### src/rtl/mips_mem_pkg.sv
// Shared encodings and decode helpers for the MEM-stage access unit.
package mips_mem_pkg;

  typedef enum logic [2:0] {
    OP_LW  = 3'd0,
    OP_LH  = 3'd1,
    OP_LHU = 3'd2,
    OP_LB  = 3'd3,
    OP_LBU = 3'd4,
    OP_SW  = 3'd5,
    OP_SH  = 3'd6,
    OP_SB  = 3'd7
  } mem_op_e;

  typedef enum logic [0:0] {
    IDLE   = 1'b0,
    RMW_WR = 1'b1
  } state_e;

  function automatic logic is_load(input logic [2:0] op);
    return op <= 3'd4;
  endfunction

  function automatic logic is_store(input logic [2:0] op);
    return op >= 3'd5;
  endfunction

  function automatic logic is_subword_store(input logic [2:0] op);
    return (op == OP_SH) || (op == OP_SB);
  endfunction

  function automatic logic is_aligned(input logic [2:0] op, input logic [1:0] lo);
    logic ok;
    case (mem_op_e'(op))
      OP_LW, OP_SW:         ok = (lo == 2'b00);
      OP_LH, OP_LHU, OP_SH: ok = ~lo[0];
      default:              ok = 1'b1;
    endcase
    return ok;
  endfunction

endpackage

### src/rtl/mem_access_unit_if.sv
// Pipeline request/response and data_memory signals of the MEM-stage access unit.
interface mem_access_unit_if #(
  parameter int unsigned ADDR_W = 32
);
  logic              req_valid;
  logic              req_ready;
  logic [2:0]        req_op;
  logic [ADDR_W-1:0] req_addr;
  logic [31:0]       req_wdata;
  logic              resp_valid;
  logic [31:0]       resp_rdata;
  logic              misalign;
  logic [ADDR_W-1:0] mem_addr;
  logic              mem_read;
  logic              mem_write;
  logic [31:0]       mem_wdata;
  logic [31:0]       mem_rdata;

  // Pipeline and memory side together.
  modport master (
    output req_valid, req_op, req_addr, req_wdata, mem_rdata,
    input  req_ready, resp_valid, resp_rdata, misalign,
    input  mem_addr, mem_read, mem_write, mem_wdata
  );

  modport slave (
    input  req_valid, req_op, req_addr, req_wdata, mem_rdata,
    output req_ready, resp_valid, resp_rdata, misalign,
    output mem_addr, mem_read, mem_write, mem_wdata
  );
endinterface

### src/rtl/mem_lane_ctl.sv
// Combinational lane logic: load extract/extend and sub-word store merge.
module mem_lane_ctl
  import mips_mem_pkg::*;
#(
  parameter bit BIG_ENDIAN = 1'b1
) (
  input  logic [2:0]  op,
  input  logic [1:0]  byte_off,
  input  logic [31:0] rdata,
  input  logic [31:0] wdata,
  output logic [31:0] load_data,
  output logic [31:0] store_word
);

  logic [4:0]  byte_sh;
  logic [4:0]  half_sh;
  logic [31:0] byte_word;
  logic [31:0] half_word;
  logic [7:0]  lb;
  logic [15:0] lh;

  always_comb begin
    // Shift that brings the addressed lane down to bit 0.
    byte_sh   = BIG_ENDIAN ? (5'd24 - {byte_off, 3'b000}) : {byte_off, 3'b000};
    half_sh   = (BIG_ENDIAN ^ byte_off[1]) ? 5'd16 : 5'd0;
    byte_word = rdata >> byte_sh;
    half_word = rdata >> half_sh;
    lb        = byte_word[7:0];
    lh        = half_word[15:0];

    load_data  = rdata;
    store_word = wdata;
    case (mem_op_e'(op))
      OP_LH:   load_data = {{16{lh[15]}}, lh};
      OP_LHU:  load_data = {16'h0000, lh};
      OP_LB:   load_data = {{24{lb[7]}}, lb};
      OP_LBU:  load_data = {24'h000000, lb};
      OP_SH:   store_word = (rdata & ~(32'h0000_FFFF << half_sh))
                          | ({16'h0000, wdata[15:0]} << half_sh);
      OP_SB:   store_word = (rdata & ~(32'h0000_00FF << byte_sh))
                          | ({24'h000000, wdata[7:0]} << byte_sh);
      default: ;
    endcase
  end

endmodule

### src/rtl/mem_access_unit.sv
// MEM-stage front end: word accesses, lane extraction, read-modify-write sub-word stores.
module mem_access_unit
  import mips_mem_pkg::*;
#(
  parameter int unsigned ADDR_W     = 32,
  parameter bit          BIG_ENDIAN = 1'b1
) (
  input  logic            clk,
  input  logic            rst_n,
  mem_access_unit_if.slave bus
);

  state_e            state_q, state_d;
  logic [ADDR_W-1:0] addr_q;
  logic [31:0]       merged_q;
  logic              resp_valid_q;
  logic [31:0]       resp_rdata_q;
  logic              misalign_q;

  logic              ready;
  logic              accept;
  logic              aligned;
  logic              load_op;
  logic              sub_store;
  logic [31:0]       load_data;
  logic [31:0]       store_word;

  assign ready     = (state_q == IDLE);
  assign accept    = bus.req_valid & ready;
  assign aligned   = is_aligned(bus.req_op, bus.req_addr[1:0]);
  assign load_op   = is_load(bus.req_op);
  assign sub_store = is_subword_store(bus.req_op);

  mem_lane_ctl #(
    .BIG_ENDIAN (BIG_ENDIAN)
  ) u_lane (
    .op         (bus.req_op),
    .byte_off   (bus.req_addr[1:0]),
    .rdata      (bus.mem_rdata),
    .wdata      (bus.req_wdata),
    .load_data  (load_data),
    .store_word (store_word)
  );

  // State register; reset mid-RMW drops the pending store.
  always_ff @(posedge clk or negedge rst_n) begin
    if (!rst_n) begin
      state_q <= IDLE;
    end else begin
      state_q <= state_d;
    end
  end

  always_comb begin
    state_d = state_q;
    unique case (state_q)
      IDLE:    if (accept && aligned && sub_store) state_d = RMW_WR;
      RMW_WR:  state_d = IDLE;
      default: state_d = IDLE;
    endcase
  end

  always_comb begin
    bus.mem_read  = 1'b0;
    bus.mem_write = 1'b0;
    bus.mem_addr  = bus.req_addr;
    bus.mem_wdata = bus.req_wdata;
    unique case (state_q)
      IDLE: begin
        if (accept && aligned) begin
          if (load_op || sub_store) bus.mem_read  = 1'b1;
          else                      bus.mem_write = 1'b1;
        end
      end
      RMW_WR: begin
        bus.mem_write = 1'b1;
        bus.mem_addr  = addr_q;
        bus.mem_wdata = merged_q;
      end
      default: ;
    endcase
  end

  always_ff @(posedge clk or negedge rst_n) begin
    if (!rst_n) begin
      addr_q   <= '0;
      merged_q <= '0;
    end else if (accept && aligned && sub_store) begin
      addr_q   <= bus.req_addr;
      merged_q <= store_word;
    end
  end

  // Sub-word stores respond after their write phase, not at accept.
  always_ff @(posedge clk or negedge rst_n) begin
    if (!rst_n) begin
      resp_valid_q <= 1'b0;
      resp_rdata_q <= '0;
      misalign_q   <= 1'b0;
    end else begin
      resp_valid_q <= (state_q == RMW_WR) | (accept & ~(aligned & sub_store));
      misalign_q   <= accept & ~aligned;
      resp_rdata_q <= (accept && aligned && load_op) ? load_data : 32'h0;
    end
  end

  assign bus.req_ready  = ready;
  assign bus.resp_valid = resp_valid_q;
  assign bus.resp_rdata = resp_rdata_q;
  assign bus.misalign   = misalign_q;

endmodule

### src/flat_wrapper.sv
// flat-port wrapper written by rule: the top's interface ports become plain ports
module mem_access_unit_flat import mips_mem_pkg::*;
#(
  parameter int unsigned ADDR_W     = 32,
  parameter bit          BIG_ENDIAN = 1'b1
)
  (clk, rst_n, bus_req_valid, bus_req_op, bus_req_addr, bus_req_wdata, bus_mem_rdata, bus_req_ready, bus_resp_valid, bus_resp_rdata, bus_misalign, bus_mem_addr, bus_mem_read, bus_mem_write, bus_mem_wdata);
  mem_access_unit_if #(.ADDR_W(ADDR_W)) bus_i ();
  input  logic clk;
  input  logic rst_n;
  input wire logic [$bits(bus_i.req_valid)-1:0] bus_req_valid;
  input wire logic [$bits(bus_i.req_op)-1:0] bus_req_op;
  input wire logic [$bits(bus_i.req_addr)-1:0] bus_req_addr;
  input wire logic [$bits(bus_i.req_wdata)-1:0] bus_req_wdata;
  input wire logic [$bits(bus_i.mem_rdata)-1:0] bus_mem_rdata;
  output wire logic [$bits(bus_i.req_ready)-1:0] bus_req_ready;
  output wire logic [$bits(bus_i.resp_valid)-1:0] bus_resp_valid;
  output wire logic [$bits(bus_i.resp_rdata)-1:0] bus_resp_rdata;
  output wire logic [$bits(bus_i.misalign)-1:0] bus_misalign;
  output wire logic [$bits(bus_i.mem_addr)-1:0] bus_mem_addr;
  output wire logic [$bits(bus_i.mem_read)-1:0] bus_mem_read;
  output wire logic [$bits(bus_i.mem_write)-1:0] bus_mem_write;
  output wire logic [$bits(bus_i.mem_wdata)-1:0] bus_mem_wdata;
  assign bus_i.req_valid = bus_req_valid;
  assign bus_i.req_op = bus_req_op;
  assign bus_i.req_addr = bus_req_addr;
  assign bus_i.req_wdata = bus_req_wdata;
  assign bus_i.mem_rdata = bus_mem_rdata;
  assign bus_req_ready = bus_i.req_ready;
  assign bus_resp_valid = bus_i.resp_valid;
  assign bus_resp_rdata = bus_i.resp_rdata;
  assign bus_misalign = bus_i.misalign;
  assign bus_mem_addr = bus_i.mem_addr;
  assign bus_mem_read = bus_i.mem_read;
  assign bus_mem_write = bus_i.mem_write;
  assign bus_mem_wdata = bus_i.mem_wdata;
  mem_access_unit #(.ADDR_W(ADDR_W), .BIG_ENDIAN(BIG_ENDIAN)) u_core (.clk(clk), .rst_n(rst_n), .bus(bus_i));
endmodule
### config.mk
export PLATFORM = sky130hd
export DESIGN_NAME = mem_access_unit_flat
export DESIGN_NICKNAME = d
export VERILOG_FILES = /design/src/rtl/mips_mem_pkg.sv /design/src/rtl/mem_access_unit_if.sv /design/src/rtl/mem_lane_ctl.sv /design/src/rtl/mem_access_unit.sv /design/src/flat_wrapper.sv
export SDC_FILE = /design/constraint.sdc
export NUM_CORES = 1
export LEC_CHECK = 0
export CAP_MARGIN = 20
export CORE_MARGIN = 2
export CORE_UTILIZATION = 40
export CTS_CLUSTER_DIAMETER = 30
export DETAILED_ROUTE_END_ITERATION = 12
export GPL_TIMING_DRIVEN = 0
export PLACE_DENSITY_LB_ADDON = 0.1
export REMOVE_ABC_BUFFERS = 1
export SETUP_SLACK_MARGIN = 0.4
export SYNTH_ARGS = -nofsm -noshare
export SYNTH_HDL_FRONTEND = slang
export SYNTH_SLANG_ARGS = --single-unit
export TNS_END_PERCENT = 10
### constraint.sdc
create_clock -name clk -period 2.9 [get_ports clk]
set_clock_uncertainty 0.15 [all_clocks]
set_input_delay 0.87 -clock clk [delete_from_list [all_inputs] [get_ports clk]]
set_output_delay 0.87 -clock clk [all_outputs]
set_load 0.01 [all_outputs]
==> impl_metrics.csv, run 1 <==
group,metric,value,unit
synthesis,netlist_area,0.00532,mm²
critical_path,r2r_setup_slack,0.59,ns
grt,grt_start_max_net_pins,60,
route,wl_met1,7460,µm
placement,hpwl,11500,µm
sta,hold_viol_final,0,
critical_path,reg2regPathDepth,7,
route,wl_met3,1280,µm
die,die_width,119,µm
synthesis,avgSynthCellArea,10.6,µm²
placement,numPortBuffers,202,
status,outcome,"finished, final reports clean",
job,cap_viol_max_count,0,
power,vdd_drop_max,0.266,mV
synthesis,synth_ff_type,"dfrtp_1",
critical_path,cp-start-kind,"input pin",
worst_hold_path,min_from,"u_core.merged_q[23]",
layout,finalNetCount,808,
sta,drv_slew,0,
cts,numCtsBuffers,9,
route,drc,0,
synthesis,synthCells,502,
route,wire_per_inst,19.5,µm
grt,grt_first_pass_wirelength,26500,µm
sta,fmax,0.353,GHz
layout,final_common_cell,"clkdlybuf4s50_1",
grt,grt-ovfl-total,0,
route,ant_nets,0,
synthesis,yosys_warnings,0,
layout,layout_common_cells,"clkdlybuf4s50_1, mux2_2, dfrtp_1",
cts,clock_sinks,99,
cts,cts_tree,"built",
die,die_h,119,µm
sta,period_share,97.6,%
placement,globalplace.congestion,0.824,
sta,tns,0,ns
layout,drive_above_1_share,27.3,%
sta,fin_crit,2.83,ns
route,firstDrtPassIters,5,
die,pin_count,203,
route,num_vias,4826,
cts,clk_pin_slew_worst_paths,0.07,ns
critical_path,worstPathMaxFanout,4,
route,routed_wl,17300,µm
route,top_layer,"met4",
power,power,3.82,mW
grt,grt_pass1_vias,4890,
critical_path,timing.rr.start,"u_core.state_q",
grt,antenna_found_initial,1,
worst_hold_path,min_path_type,"register to register",
synthesis,synth.distinct_cells,37,
cts,cts_buffer_depth,2,
critical_path,path_class,"input pin to output port",
worst_hold_path,hold_depth,2,
worst_hold_path,holdPathEnd,"u_core.merged_q[23]",
die,core-area,0.0131,mm²
power,p_per_area,465,mW/mm²
cts,insertion_delay,0.34,ns
layout,fillers,1094,
critical_path,arrival,1.81,ns
route,dr_wl_met2,8220,µm
sta,grt_setup_unrepaired,"yes",
critical_path,cp.required,1.88,ns
die,num_rows,42,
die,die_area,0.0142,mm²
critical_path,reg2reg_to,"u_core.addr_q[18]",
synthesis,synthArstFlopShare,100,%
sta,slew_headroom,51.7,%
sta,setup_violations,0,
sta,worstMarginPinSlew,0.724,ns
die,start_util,40.5,%
cts,cts-root-buf,"clkbuf_16",
critical_path,worstSetupEndpointType,"output port",
synthesis,synth_edf_count,0,
cts,cts_max_level,3,
power,p_leak,3.60,nW
synthesis,yosysSeqAreaShare,46.6,%
synthesis,ys_ff_latch,99,
route,routed_via_density,5.43,
grt,grt_use_total,23.7,%
layout,area_growth,54.5,%
route,drt_iter0_markers,323,
## cell families after synthesis
group / synth area share (%)
AOI/OAI and AO/OA: 17.2
muxes: 23.3
and+or+nand+nor: 8.70
DFF: 46.6
buffers and inverters: 4.07
xor gates and xnor gates: 0.165
## sequential cells by signal, indices dropped and copies added, names as in the netlist
register	cells
u_core.merged_q	32
u_core.bus.resp_rdata	32
u_core.addr_q	32
u_core.bus.misalign	1
u_core.bus.resp_valid	1
u_core.state_q	1
## how the worst max path moves through the flow
stage / startpoint / end / slack [ns] / cells after the start
3_3_place_gp: bus_req_addr[0] / u_core.merged_q[25] / -3.20 / 4
4_1_cts: bus_req_op[0] / bus_mem_write / 0.09 / 6
3_5_place_dp: bus_req_op[0] / bus_mem_write / -1.79 / 6
6_report: bus_req_op[0] / bus_mem_write / 0.07 / 6
2_1_floorplan: u_core.state_q / u_core.addr_q[10] / -1.05 / 3
5_1_grt: bus_req_op[0] / bus_mem_write / 0.04 / 6
## synth_stat cells, drive strengths merged (3+ instances only)
| library cell | number | area share [%] |
|---|---|---|
| mux2 | 100 | 21 |
| dfrtp | 99 | 47 |
| o21ai | 43 | 4.2 |
| nand2 | 34 | 2.4 |
| nor2 | 30 | 2.1 |
| nor3 | 27 | 2.6 |
| a22oi | 24 | 3.4 |
| buf | 24 | 2.4 |
| a21oi | 20 | 1.9 |
| clkbuf | 18 | 1.3 |
| a211oi | 15 | 2.1 |
| a21o | 15 | 2.1 |
| mux2i | 9 | 1.7 |
| o211ai | 8 | 1.1 |
| o22ai | 7 | 0.82 |
| inv | 5 | 0.35 |
| nand2b | 3 | 0.35 |
| nor2b | 3 | 0.35 |
## critical path, cell delays in order
cell and delay [ns]:
buf_16 0.11, or3b_4 0.41, o21ai_4 0.08, o21ai_2 0.08
o21ai_1 0.11, buf_2 0.14
## routing by layer
layer	vias up	track usage [%]
met5	-	0
met4	0	8.82
met3	27	5.80
met2	198	36.9
met1	2347	32.2
li1	2254	-
## through the flow
| stage | setup slack [ns] | cell area (µm²) | instances | util [%] | hold WS [ns] |
|---|---|---|---|---|---|
| after detailed placement | -1.79 | 7490 | 844 | 57.0 | 0.316 |
| final | 0.0710 | 8220 | 888 | 62.6 | 0.329 |
| after global routing | 0.0392 | 8220 | 887 | 62.6 | 0.350 |
| after global placement | -3.20 | 7370 | 838 | 56.1 | 0.308 |
| after floorplan | -1.05 | 5120 | 460 | - | 0.294 |
| after CTS | 0.0855 | 8030 | 875 | 61.1 | 0.331 |
## power by group
group / leakage [nW] / internal [mW] / switching [mW]
Sequential: 1.29 / 1.55 / 0.0817
Combinational: 2.16 / 0.519 / 0.414
Clock: 0.150 / 0.742 / 0.513
Total: 3.60 / 2.81 / 1.01
## area by class of cell
cell class / instances / area [µm²] / area share, %
Multi-Input combinational cell: 356 / 2670 / 32.4
Clock inverter: 1 / 30.0 / 0.365
Inverter: 5 / 22.5 / 0.274
Clock buffer: 15 / 278 / 3.38
Antenna cell: 1 / 2.50 / 0.0304
Tap cell: 176 / 220 / 2.68
Sequential cell: 99 / 2480 / 30.2
Timing Repair Buffer: 235 / 2520 / 30.6
## timing repair
action,4_1_cts,5_1_grt
pin swaps,3,0
buffers inserted,14,6
resized for setup,220,32
cloned,1,6
hold buffers,0,0
endpoints found under the setup margin,166,106
No activity file was read; power rests on OpenSTA's default activity.
==> run 2, diff against run 1 <==
- SETUP_SLACK_MARGIN: 0.4 -> 0.02
==> run 2 against run 1 <==
Fmax down 0.95%. Non-clock buffer count down 14. Clock-buffer cell count unchanged. Critical path type unchanged. Critical endpoint is now bus_mem_addr[19]. Largest cell class unchanged. Largest power group unchanged.
==> impl_metrics.csv, run 2 (synthesized netlist as in run 1, its figures left out) <==
group,metric,value,unit
status,outcome,"finished, final reports clean",
route,num_vias,4756,
grt,grt_use_total,23.4,%
cts,holdBufCountCts,0,
power,power,3.78,mW
sta,setup_violations,0,
power,p_leak,3.45,nW
layout,drive_above_1_share,22.0,%
route,firstDrtPassIters,5,
critical_path,cp_slowest_stage_delay,0.42,ns
die,die_width,119,µm
sta,fin_crit,2.86,ns
sta,period_share,98.5,%
sta,fmax,0.350,GHz
sta,hold_viol_final,0,
sta,slew_headroom,51.5,%
placement,globalplace.congestion,0.824,
layout,final-instance-count-excl-fill,874,
sta,setup_slack,0.0439,ns
sta,drv_slew,0,
grt,grt_start_max_net_pins,60,
placement,place_inst,844,
critical_path,cp.required,1.88,ns
grt,grt_pass1_vias,4857,
layout,finalNetCount,794,
placement,pre_cts_slack,-1.79,ns
placement,numPortBuffers,202,
die,die_h,119,µm
critical_path,cp-start-kind,"input pin",
sta,grt_setup_unrepaired,"yes",
layout,area_growth,49.8,%
die,num_rows,42,
power,p_per_area,474,mW/mm²
layout,final_common_cell,"clkdlybuf4s50_1",
route,routed_via_density,5.44,
die,core-area,0.0131,mm²
cts,insertion_delay,0.34,ns
die,pin_count,203,
critical_path,arrival,1.84,ns
grt,grt-ovfl-total,0,
job,cap_viol_max_count,0,
route,drc,0,
cts,cts-root-buf,"clkbuf_16",
critical_path,worstSetupEndpointType,"output port",
route,routed_wl,16500,µm
cts,clk_pin_slew_worst_paths,0.07,ns
route,drt_iter0_markers,295,
grt,antenna_found_initial,1,
sta,worstMarginPinSlew,0.727,ns
critical_path,path_class,"input pin to output port",
worst_hold_path,min_path_type,"register to register",
cts,cts_tree,"built",
critical_path,crit_chain,"clkdlybuf4s50_1 -> mux2_2 -> dlygate4sd2_1",
critical_path,worstPathMaxFanout,2,
cts,clock_sinks,99,
cts,numCtsBuffers,9,
layout,layout_common_cells,"clkdlybuf4s50_1, mux2_2, dfrtp_1",
grt,grt_first_pass_wirelength,26200,µm
route,wire_per_inst,18.9,µm
cts,cts_buffer_depth,2,
die,start_util,40.5,%
cts,cts_max_level,3,
power,vdd_drop_max,0.266,mV
die,die_area,0.0142,mm²
critical_path,worst_path_max_delay_cell,"clkdlybuf4s50_1",
route,ant_nets,0,
placement,hpwl,11500,µm
-- run 2: cell count changes in the layout (fill, tap and decap cells not counted), sizes merged --
| cell | change |
|---|---|
| dlygate4sd2 | +27 |
| dlymetal6s2s | -6 |
| clkdlybuf4s15 | -18 |
| bufbuf | -1 |
| clkbuf | -3 |
| clkdlybuf4s50 | +9 |
| buf | -22 |
-- run 2: worst paths after layout --
| path | start | endpoint | slack (ns) | depth (start not counted) |
|---|---|---|---|---|
| setup / recovery | bus_req_addr[19] | bus_mem_addr[19] | 0.04 | 3 |
| hold reg to reg | u_core.merged_q[23] | u_core.merged_q[23] | 0.33 | 2 |
| hold / removal | u_core.merged_q[23] | u_core.merged_q[23] | 0.33 | 2 |
| setup reg to reg | u_core.state_q | u_core.addr_q[18] | 0.61 | 7 |
| max in group asynchronous | rst_n | u_core.merged_q[25] | 1.54 | 2 |
| min in group asynchronous | rst_n | u_core.addr_q[30] | 0.35 | 1 |
-- run 2: area by class of cell --
type / count / area [µm²]
Multi-Input combinational cell: 356 / 2660
Clock inverter: 1 / 30.0
Antenna cell: 1 / 2.50
Fill cell: 1120 / 5170
Clock buffer: 15 / 278
Timing Repair Buffer: 221 / 2270
Sequential cell: 99 / 2480
Tap cell: 176 / 220
Inverter: 5 / 22.5
-- run 2: timing repair --
action	4_1_cts	5_1_grt
resized for setup	130	30
pin swaps	3	3
setup buffers	7	5
gates cloned	0	1
setup endpoints to repair	164	27
-- run 2: stage by stage --
step	TNS (ns)	area [µm²]	hold slack, ns	util [%]
after detailed placement	-88.41	7490	0.316	57.0
final	0	7970	0.326	60.7
after floorplan	-76.93	5120	0.294	-
after CTS	0	7850	0.331	59.8
after global routing	-0.0150	7970	0.350	60.6
after global placement	-651.57	7370	0.308	56.1
-- run 2: power breakdown --
| group | switching (mW) | total (mW) | internal, mW |
|---|---|---|---|
| combinational | 0.404 | 0.895 | 0.491 |
| clock | 0.511 | 1.25 | 0.742 |
| sequential | 0.0787 | 1.63 | 1.55 |
| total | 0.994 | 3.78 | 2.78 |
-- run 2: layer usage --
| layer | up-vias | GRT usage, % | wire length, µm |
|---|---|---|---|
| li1 | 2223 | - | - |
| met1 | 2297 | 32.2 | 7210 |
| met2 | 209 | 36.2 | 7620 |
| met3 | 27 | 5.65 | 1290 |
| met4 | 0 | 8.31 | 359 |
| met5 | - | 0 | 0 |
-- run 2: worst max-delay path, delay by kind of cell --
| kind | cells | cell delay [ns] |
|---|---|---|
| buffers and inverters | 2 | 0.70 |
| muxes | 1 | 0.26 |
